$ cat src/rtl/stream_max_arbiter_if.sv
// Bundle of requester streams, max-finder stream, and result routing
// signals shared between the arbiter and its environment.
interface stream_max_arbiter_if #(
   parameter int unsigned STREAM_WIDTH = 32,
   parameter int unsigned NUM_REQ      = 4
);
   localparam int unsigned IdW = $clog2(NUM_REQ);

   logic [NUM_REQ*STREAM_WIDTH-1:0] s_tdata;
   logic [NUM_REQ-1:0]              s_tvalid;
   logic [NUM_REQ-1:0]              s_tlast;
   logic [NUM_REQ-1:0]              s_tready;

   logic [STREAM_WIDTH-1:0]         m_tdata;
   logic                            m_tvalid;
   logic                            m_tlast;
   logic                            m_tready;

   logic [STREAM_WIDTH-1:0]         r_max;
   logic                            r_valid;
   logic                            r_ready;

   logic [STREAM_WIDTH-1:0]         o_max;
   logic [NUM_REQ-1:0]              o_valid;
   logic [IdW-1:0]                  o_id;
   logic                            o_ready;

   // Arbiter side.
   modport slave (
      input  s_tdata, s_tvalid, s_tlast,
      output s_tready,
      output m_tdata, m_tvalid, m_tlast,
      input  m_tready,
      input  r_max, r_valid,
      output r_ready,
      output o_max, o_valid, o_id,
      input  o_ready
   );

   // Environment side (requesters, max finder, result consumer).
   modport master (
      output s_tdata, s_tvalid, s_tlast,
      input  s_tready,
      input  m_tdata, m_tvalid, m_tlast,
      output m_tready,
      output r_max, r_valid,
      input  r_ready,
      input  o_max, o_valid, o_id,
      output o_ready
   );
endinterface

$ cat src/rtl/stream_max_arbiter.sv
// Packet-level round-robin arbiter in front of a shared max-finder stream;
// granted IDs queue in order so each per-packet result returns to its owner.
module stream_max_arbiter #(
   parameter int unsigned STREAM_WIDTH = 32,
   parameter int unsigned NUM_REQ      = 4,
   parameter int unsigned ID_DEPTH     = 4
) (
   input  logic                 ACLK,
   input  logic                 ARESET,
   stream_max_arbiter_if.slave  bus,
   output logic                 busy,
   output logic                 err_orphan
);
   localparam int unsigned IdW  = $clog2(NUM_REQ);
   localparam int unsigned PtrW = $clog2(ID_DEPTH);
   localparam int unsigned CntW = PtrW + 1;

   typedef enum logic {StIdle, StStream} state_e;

   state_e          state_q;
   logic [IdW-1:0]  gnt_q;
   logic [IdW-1:0]  last_q;
   logic [IdW-1:0]  id_mem [ID_DEPTH];
   logic [PtrW-1:0] wr_ptr_q;
   logic [PtrW-1:0] rd_ptr_q;
   logic [CntW-1:0] count_q;

   logic [IdW-1:0]  win;
   logic            win_found;
   int unsigned     idx;
   logic            empty;
   logic            full;
   logic            push;
   logic            pop;
   logic            end_of_pkt;
   logic [IdW-1:0]  head;

   assign empty = (count_q == '0);
   assign full  = (count_q == CntW'(ID_DEPTH));
   assign head  = id_mem[rd_ptr_q];

   // Round-robin search starting just after the last requester served.
   always_comb begin
      win       = last_q;
      win_found = 1'b0;
      idx       = 0;
      for (int unsigned k = 1; k <= NUM_REQ; k++) begin
         idx = (32'(last_q) + k) % NUM_REQ;
         if (!win_found && bus.s_tvalid[idx]) begin
            win       = IdW'(idx);
            win_found = 1'b1;
         end
      end
   end

   // Registered count only: a same-cycle pop never frees a slot for this grant.
   assign push       = (state_q == StIdle) && win_found && !full;
   assign pop        = bus.r_valid && bus.r_ready;
   assign end_of_pkt = (state_q == StStream) && bus.m_tvalid && bus.m_tready && bus.m_tlast;

   always_ff @(posedge ACLK or posedge ARESET) begin
      if (ARESET) begin
         state_q <= StIdle;
         gnt_q   <= '0;
         last_q  <= IdW'(NUM_REQ - 1);
         busy    <= 1'b0;
      end else begin
         unique case (state_q)
            StIdle: begin
               if (push) begin
                  gnt_q   <= win;
                  state_q <= StStream;
                  busy    <= 1'b1;
               end
            end
            StStream: begin
               if (end_of_pkt) begin
                  last_q  <= gnt_q;
                  state_q <= StIdle;
                  busy    <= 1'b0;
               end
            end
            default: begin
               state_q <= StIdle;
               busy    <= 1'b0;
            end
         endcase
      end
   end

   always_ff @(posedge ACLK or posedge ARESET) begin
      if (ARESET) begin
         wr_ptr_q <= '0;
         rd_ptr_q <= '0;
         count_q  <= '0;
      end else begin
         if (push) wr_ptr_q <= wr_ptr_q + 1'b1;
         if (pop)  rd_ptr_q <= rd_ptr_q + 1'b1;
         if (push && !pop) begin
            count_q <= count_q + 1'b1;
         end else if (pop && !push) begin
            count_q <= count_q - 1'b1;
         end
      end
   end

   always_ff @(posedge ACLK) begin
      if (push) id_mem[wr_ptr_q] <= win;
   end

   always_ff @(posedge ACLK or posedge ARESET) begin
      if (ARESET) begin
         err_orphan <= 1'b0;
      end else if (bus.r_valid && empty) begin
         err_orphan <= 1'b1;
      end
   end

   always_comb begin
      bus.s_tready = '0;
      bus.m_tdata  = '0;
      bus.m_tvalid = 1'b0;
      bus.m_tlast  = 1'b0;
      if (state_q == StStream) begin
         bus.m_tdata         = bus.s_tdata[32'(gnt_q)*STREAM_WIDTH +: STREAM_WIDTH];
         bus.m_tvalid        = bus.s_tvalid[gnt_q];
         bus.m_tlast         = bus.s_tlast[gnt_q];
         bus.s_tready[gnt_q] = bus.m_tready;
      end
   end

   // Head entry is meaningless while empty, so the routed ID is forced to zero.
   always_comb begin
      bus.r_ready = bus.o_ready && !empty;
      bus.o_max   = bus.r_max;
      bus.o_id    = empty ? '0 : head;
      bus.o_valid = '0;
      if (bus.r_valid && !empty) bus.o_valid = NUM_REQ'(1) << head;
   end
endmodule

$ cat src/flat_wrapper.sv
// flat-port wrapper written by rule: the top's interface ports become plain ports
module stream_max_arbiter_flat 
#(
   parameter int unsigned STREAM_WIDTH = 32,
   parameter int unsigned NUM_REQ      = 4,
   parameter int unsigned ID_DEPTH     = 4
)
  (ACLK, ARESET, busy, err_orphan, bus_s_tdata, bus_s_tvalid, bus_s_tlast, bus_s_tready, bus_m_tdata, bus_m_tvalid, bus_m_tlast, bus_m_tready, bus_r_max, bus_r_valid, bus_r_ready, bus_o_max, bus_o_valid, bus_o_id, bus_o_ready);
  stream_max_arbiter_if #(.STREAM_WIDTH(STREAM_WIDTH), .NUM_REQ(NUM_REQ)) bus_i ();
  input  logic ACLK;
  input  logic ARESET;
  output logic busy;
  output logic err_orphan;
  input wire logic [$bits(bus_i.s_tdata)-1:0] bus_s_tdata;
  input wire logic [$bits(bus_i.s_tvalid)-1:0] bus_s_tvalid;
  input wire logic [$bits(bus_i.s_tlast)-1:0] bus_s_tlast;
  output wire logic [$bits(bus_i.s_tready)-1:0] bus_s_tready;
  output wire logic [$bits(bus_i.m_tdata)-1:0] bus_m_tdata;
  output wire logic [$bits(bus_i.m_tvalid)-1:0] bus_m_tvalid;
  output wire logic [$bits(bus_i.m_tlast)-1:0] bus_m_tlast;
  input wire logic [$bits(bus_i.m_tready)-1:0] bus_m_tready;
  input wire logic [$bits(bus_i.r_max)-1:0] bus_r_max;
  input wire logic [$bits(bus_i.r_valid)-1:0] bus_r_valid;
  output wire logic [$bits(bus_i.r_ready)-1:0] bus_r_ready;
  output wire logic [$bits(bus_i.o_max)-1:0] bus_o_max;
  output wire logic [$bits(bus_i.o_valid)-1:0] bus_o_valid;
  output wire logic [$bits(bus_i.o_id)-1:0] bus_o_id;
  input wire logic [$bits(bus_i.o_ready)-1:0] bus_o_ready;
  assign bus_i.s_tdata = bus_s_tdata;
  assign bus_i.s_tvalid = bus_s_tvalid;
  assign bus_i.s_tlast = bus_s_tlast;
  assign bus_s_tready = bus_i.s_tready;
  assign bus_m_tdata = bus_i.m_tdata;
  assign bus_m_tvalid = bus_i.m_tvalid;
  assign bus_m_tlast = bus_i.m_tlast;
  assign bus_i.m_tready = bus_m_tready;
  assign bus_i.r_max = bus_r_max;
  assign bus_i.r_valid = bus_r_valid;
  assign bus_r_ready = bus_i.r_ready;
  assign bus_o_max = bus_i.o_max;
  assign bus_o_valid = bus_i.o_valid;
  assign bus_o_id = bus_i.o_id;
  assign bus_i.o_ready = bus_o_ready;
  stream_max_arbiter #(.STREAM_WIDTH(STREAM_WIDTH), .NUM_REQ(NUM_REQ), .ID_DEPTH(ID_DEPTH)) u_core (.ACLK(ACLK), .ARESET(ARESET), .bus(bus_i), .busy(busy), .err_orphan(err_orphan));
endmodule
$ cat config.mk
export PLATFORM = sky130hd
export DESIGN_NAME = stream_max_arbiter_flat
export DESIGN_NICKNAME = d
export VERILOG_FILES = /design/src/rtl/stream_max_arbiter_if.sv /design/src/rtl/stream_max_arbiter.sv /design/src/flat_wrapper.sv
export SDC_FILE = /design/constraint.sdc
export NUM_CORES = 1
export LEC_CHECK = 0
export ABC_AREA = 0
export ABC_CLOCK_PERIOD_IN_PS = 3750
export CAP_MARGIN = 20
export CORE_AREA = 2 2 99 101
export CTS_BUF_LIST = sky130_fd_sc_hd__clkbuf_2
export DETAILED_ROUTE_END_ITERATION = 7
export DIE_AREA = 0 0 101 103
export DONT_BUFFER_PORTS = 1
export GPL_ROUTABILITY_DRIVEN = 0
export GPL_TIMING_DRIVEN = 1
export PLACE_DENSITY_LB_ADDON = 0.25
export SYNTH_ARGS = -nofsm -noshare
export SYNTH_HDL_FRONTEND = slang
export SYNTH_SLANG_ARGS = --single-unit
export TNS_END_PERCENT = 1
$ cat constraint.sdc
create_clock -name ACLK -period 3.75 [get_ports ACLK]
set_input_delay 0.1875 -clock ACLK [delete_from_list [all_inputs] [get_ports ACLK]]
set_output_delay 0.1875 -clock ACLK [all_outputs]
set_load 0.1 [all_outputs]
After elaboration in Yosys (flattened, before gate mapping) --
Memories as Yosys holds them, arrays and structs flattened. Index checks and enable logic that the tools add are counted. W data, S select, Z words.
Operators by class: add/subtract/negate cells 8, order comparisons 6, equal/unequal tests 3, shift-type cells 2, mux-type cells 37, bitwise logic cells 2, reductions and logical operators 27
Operators by type and width (number):
- $shiftx A128 B8 Y32 | 1
- $mux W32 | 1
- $mux W1 | 18
- $logic_and A1 B1 Y1 | 15
- $lt A2 B3 Y1 const B | 5
- $bmux W1 S2 | 6
- $mux W2 | 5
- $add A2 B1 Y2 const B | 4
- $mux W4 | 2
- $logic_not A1 Y1 | 7
- $mux W3 | 2
- $reduce_and A2 Y1 | 3
- $add A2 B2 Y2 const B | 2
- $and A4 B4 Y4 | 1
- $pmux W1 S2 | 2
- $shl A1 B2 Y4 const A | 1
- $add A3 B1 Y3 const B | 1
- $eq A3 B3 Y1 const B | 1
- $logic_not A3 Y1 | 1
- $sub A3 B1 Y3 const B | 1
- $demux W1 S2 | 1
- $ge A2 B1 Y1 const B | 1
- $ne A2 B1 Y1 const B | 1
- $ne A2 B2 Y1 const B | 1
- other kinds (2) | 2
Storage, ports and cells: bits in registers 14, RAM bits 8, input port bits 173, output and inout bits 79, word-level logic and storage cells 94, memories kept 1
Memories:
- u_core.id_mem | words 4, bits a word 2, rd ports 1, clocked after Yosys merged registers in 0, write ports 1, line stream_max_arbiter.sv:23 | logic [IdW-1:0] id_mem [ID_DEPTH];

Logic depth before layout (Yosys ltp) --
depth in word-level cells 19, gate-level depth with buffers 9, mapped depth without buffers 8

Least setup slack after synthesis --
Ideal clock, no wire load.
path type register to output, start point register u_core.rd_ptr_q[0], end point output port bus_o_valid[0], data arrival time 3054 ps, data required time 3562 ps, slack 509 ps, cell stages (with the launch flop) 3, path buffers 0, cells stage by stage dfrtp_1 -> mux4_2 -> nor3_1
On the way: longest elaborated chain between the ends 3
RTL lines:
- start: declaration | line stream_max_arbiter.sv:25 | logic [PtrW-1:0] rd_ptr_q;
- start signal: assignment | line stream_max_arbiter.sv:98 | if (pop) rd_ptr_q <= rd_ptr_q + 1'b1;
- $mem_v2 Z4 W2
- $shl A1 B2 Y4 | line stream_max_arbiter.sv:138 | if (bus.r_valid && !empty) bus.o_valid = NUM_REQ'(1) << head;
- $mux W4 | line stream_max_arbiter.sv:138
- end: declaration | line flat_wrapper.sv:26 | output wire logic [$bits(bus_i.o_valid)-1:0] bus_o_valid;
Every way passes these cells.

Worst setup path after layout --
start point register u_core.gnt_q[0], end point output port bus_m_tdata[30]
On the way: longest elaborated chain between the ends 2
RTL lines:
- start: declaration | line stream_max_arbiter.sv:21 | logic [IdW-1:0] gnt_q;
- start signal: assignment | line stream_max_arbiter.sv:71 | gnt_q <= win;
- $shiftx A128 B8 Y32 | line stream_max_arbiter.sv:125 | bus.m_tdata = bus.s_tdata[32'(gnt_q)*STREAM_WIDTH +: STREAM_WIDTH];
- $mux W32 | line stream_max_arbiter.sv:124 | if (state_q == StStream) begin
- end: declaration | line flat_wrapper.sv:18 | output wire logic [$bits(bus_i.m_tdata)-1:0] bus_m_tdata;
Every way passes these cells.

==> results.cfg <==
[placement]
place_ws_ps = 1390
post_dp_cell_area_um2 = 2440
portBuffers = 0
dpl.hpwl_um = 6210

[sta]
setup_viol = 0
final.setup.worst_slack_ps = 1070
finalCritPeriodShare_pct = 71.4
drv_slew = 0
skew_ps = 5.37
relSlewSlack_pct = 29.1
rsz0062_at_grt = no
max_freq_ghz = 0.374
final_hold_viol_count = 0
finalSetupTns_ps = 0
fin_crit_ps = 2680
worst_slew_pin_slew_ps = 1060

[die]
dieArea_um2 = 10400
num_rows = 36
start_util_pct = 25.7
die_h_um = 103
die_w_um = 101
io_pins = 252
core-area_um2 = 9460

[synth]
yosysTopAreaCell = mux4_2
syn_area_um2 = 2430
yosysTopAreaCellShare_pct = 32.4
synth_flop_cell = dfrtp_1
synth_edf_count = 8
synth_cell_types = 37
synth_nets = 386
seq_area_frac_synth_pct = 24.4
syn-instance-count = 207
avgSynthCellArea_um2 = 11.8
ys_ff_latch = 22
synth_warnings = 0
synth_area_leaders = mux4_2 (32%), dfrtp_1 (12%), buf_4 (10%), and2_1 (10%), edfxtp_1 (9.9%)
ys_async_sr_fraction_pct = 63.6

[grt]
grt_pass1_wl_um = 9760
grt_max_degree = 40
grt_pass1_vias = 1582
grt.total_usage_pct = 12.8
grt_overflow = 0
antenna_found_initial = 6

[final_layout]
fillCellCount = 973
regArea_um2 = 596
nets = 361
drive_gt1_share_pct = 39.8
syn_to_final_growth_pct = 4.42
fin_util_pct = 26.9
design_area_um2 = 2540
multi_input_area_um2 = 1520

[drt]
ant_nets = 0
vias_per_cell = 5.27
num_vias = 1571
drt_iter0_markers = 62
drc = 0
routedWlPerCell_um = 24.8
first_pass_iters = 4
routed_wl_um = 7380

[worst_setup_path]
start_kind = flip-flop
critPathRequiredTime_ps = 3560
path_max_fanout = 32
arrival_ps = 2490
path_class = reg2out
crit_path_end_kind = primary output

[status]
status = finished, final reports clean

[clocking]
cts_root_buf = clkbuf_2
postCtsSetupBuffers = 0
cts_buffers = 3
htree_levels = 1
cts.sinks = 22
cts_tree = built
clk_latency_ps = 320
clk_pin_slew_worst_paths_ps = 210
cts.path.max_buffers = 2

[hold_path]
hp-class = in2reg

[job]
maxCapViolations = 0
[state kept, by name (all words and copies together) (netlist names)]
register / cells
u_core.rd_ptr_q: 2
u_core.busy: 1
u_core.state_q: 1
u_core.err_orphan: 1
u_core.count_q: 3
u_core.wr_ptr_q: 2
u_core.id_mem: 8
u_core.last_q: 2
u_core.gnt_q: 2
[layout make-up]
type                    instances  area share, %
multi-input cells             132           59.9
flip-flops and latches         22           23.4
repair buffers                 16           7.98
well taps                     114           5.61
clock inverters                 1           1.18
inverters                       7           1.03
clock buffers                   3          0.591
diodes                          3          0.295
[critical path, stage by stage, from the launching register on]
cell and delay [ps]:
dfrtp_2 520, buf_4 520, mux4_2 330, and2_1 770
[Yosys cell counts (all sizes together) (3+ instances only)]
cell,count
nor3,6
ha,5
a21o,3
mux2,5
xnor2,4
dfrtp,12
mux4,36
clkbuf,5
nand2,5
buf,41
edfxtp,8
nor2,7
and2,41
inv,7
nand3,4
[cell families after synthesis]
family	share of synthesized area, %
adder cells (fa/ha/maj)	3.39
flip-flops	24.4
AO/OA/AOI/OAI	2.88
multiplexers	36.3
XOR/XNOR	2.16
buffers and inverters	14.4
AND/OR/NAND/NOR	16.4
[routing by layer]
layer  GRT usage, %  vias to the layer above  wire, um
met5              0                        -        33
met1           15.0                      765      2690
li1               -                      678         -
met2           20.5                      108      3600
met3           7.46                       14      1000
met4           2.70                        6        57
[path summary, 6_finish.rpt]
kind | slack [ps] | cells after the start | start | end
setup / recovery | 1070 | 3 | u_core.gnt_q[0]$_DFFE_PP0P_ | bus_m_tdata[30]
hold / removal | 50 | 2 | bus_r_valid | u_core.rd_ptr_q[0]$_DFFE_PP0P_
setup reg to reg | 1460 | 9 | u_core.count_q[0]$_DFFE_PP0P_ | u_core.count_q[2]$_DFFE_PP0P_
hold reg to reg | 540 | 1 | u_core.rd_ptr_q[1]$_DFFE_PP0P_ | u_core.rd_ptr_q[1]$_DFFE_PP0P_
max in group asynchronous | 3040 | 2 | ARESET | u_core.gnt_q[0]$_DFFE_PP0P_
min in group asynchronous | 320 | 2 | ARESET | u_core.wr_ptr_q[1]$_DFFE_PP0P_
[through the flow]
step	instances	hold WS, ps
floorplan	207	75.3
global placement	286	167
detailed placement	286	167
CTS	293	4.46
global route	296	26.5
finish	298	48.0
[cells in the final DEF (no fill, tap or decap), drive strengths merged, types with 2 or more instances in the layout]
cell / synthesis / routed
inv: 7 / 7
nand2b: 2 / 2
nor2: 7 / 7
dlygate4sd3: 0 / 5
mux4: 36 / 36
clkbuf: 5 / 7
ha: 5 / 5
buf: 41 / 7
dfrtp: 12 / 12
diode: 0 / 3
nor3: 6 / 6
and2: 41 / 41
nand2: 5 / 5
xor2: 2 / 2
a21o: 3 / 3
mux2: 5 / 5
xnor2: 4 / 4
edfxtp: 8 / 8
nand3: 4 / 4
dfstp: 2 / 2
a21oi: 2 / 2
[timing repair]
item | in CTS | in global routing
gates resized for setup | 0 | 0
hold buffers | 3 | 2
hold endpoints to repair | 15 | 1
Power is not shown: default switching activity piles up to over one toggle a cycle in this logic, so the estimate is an artifact.
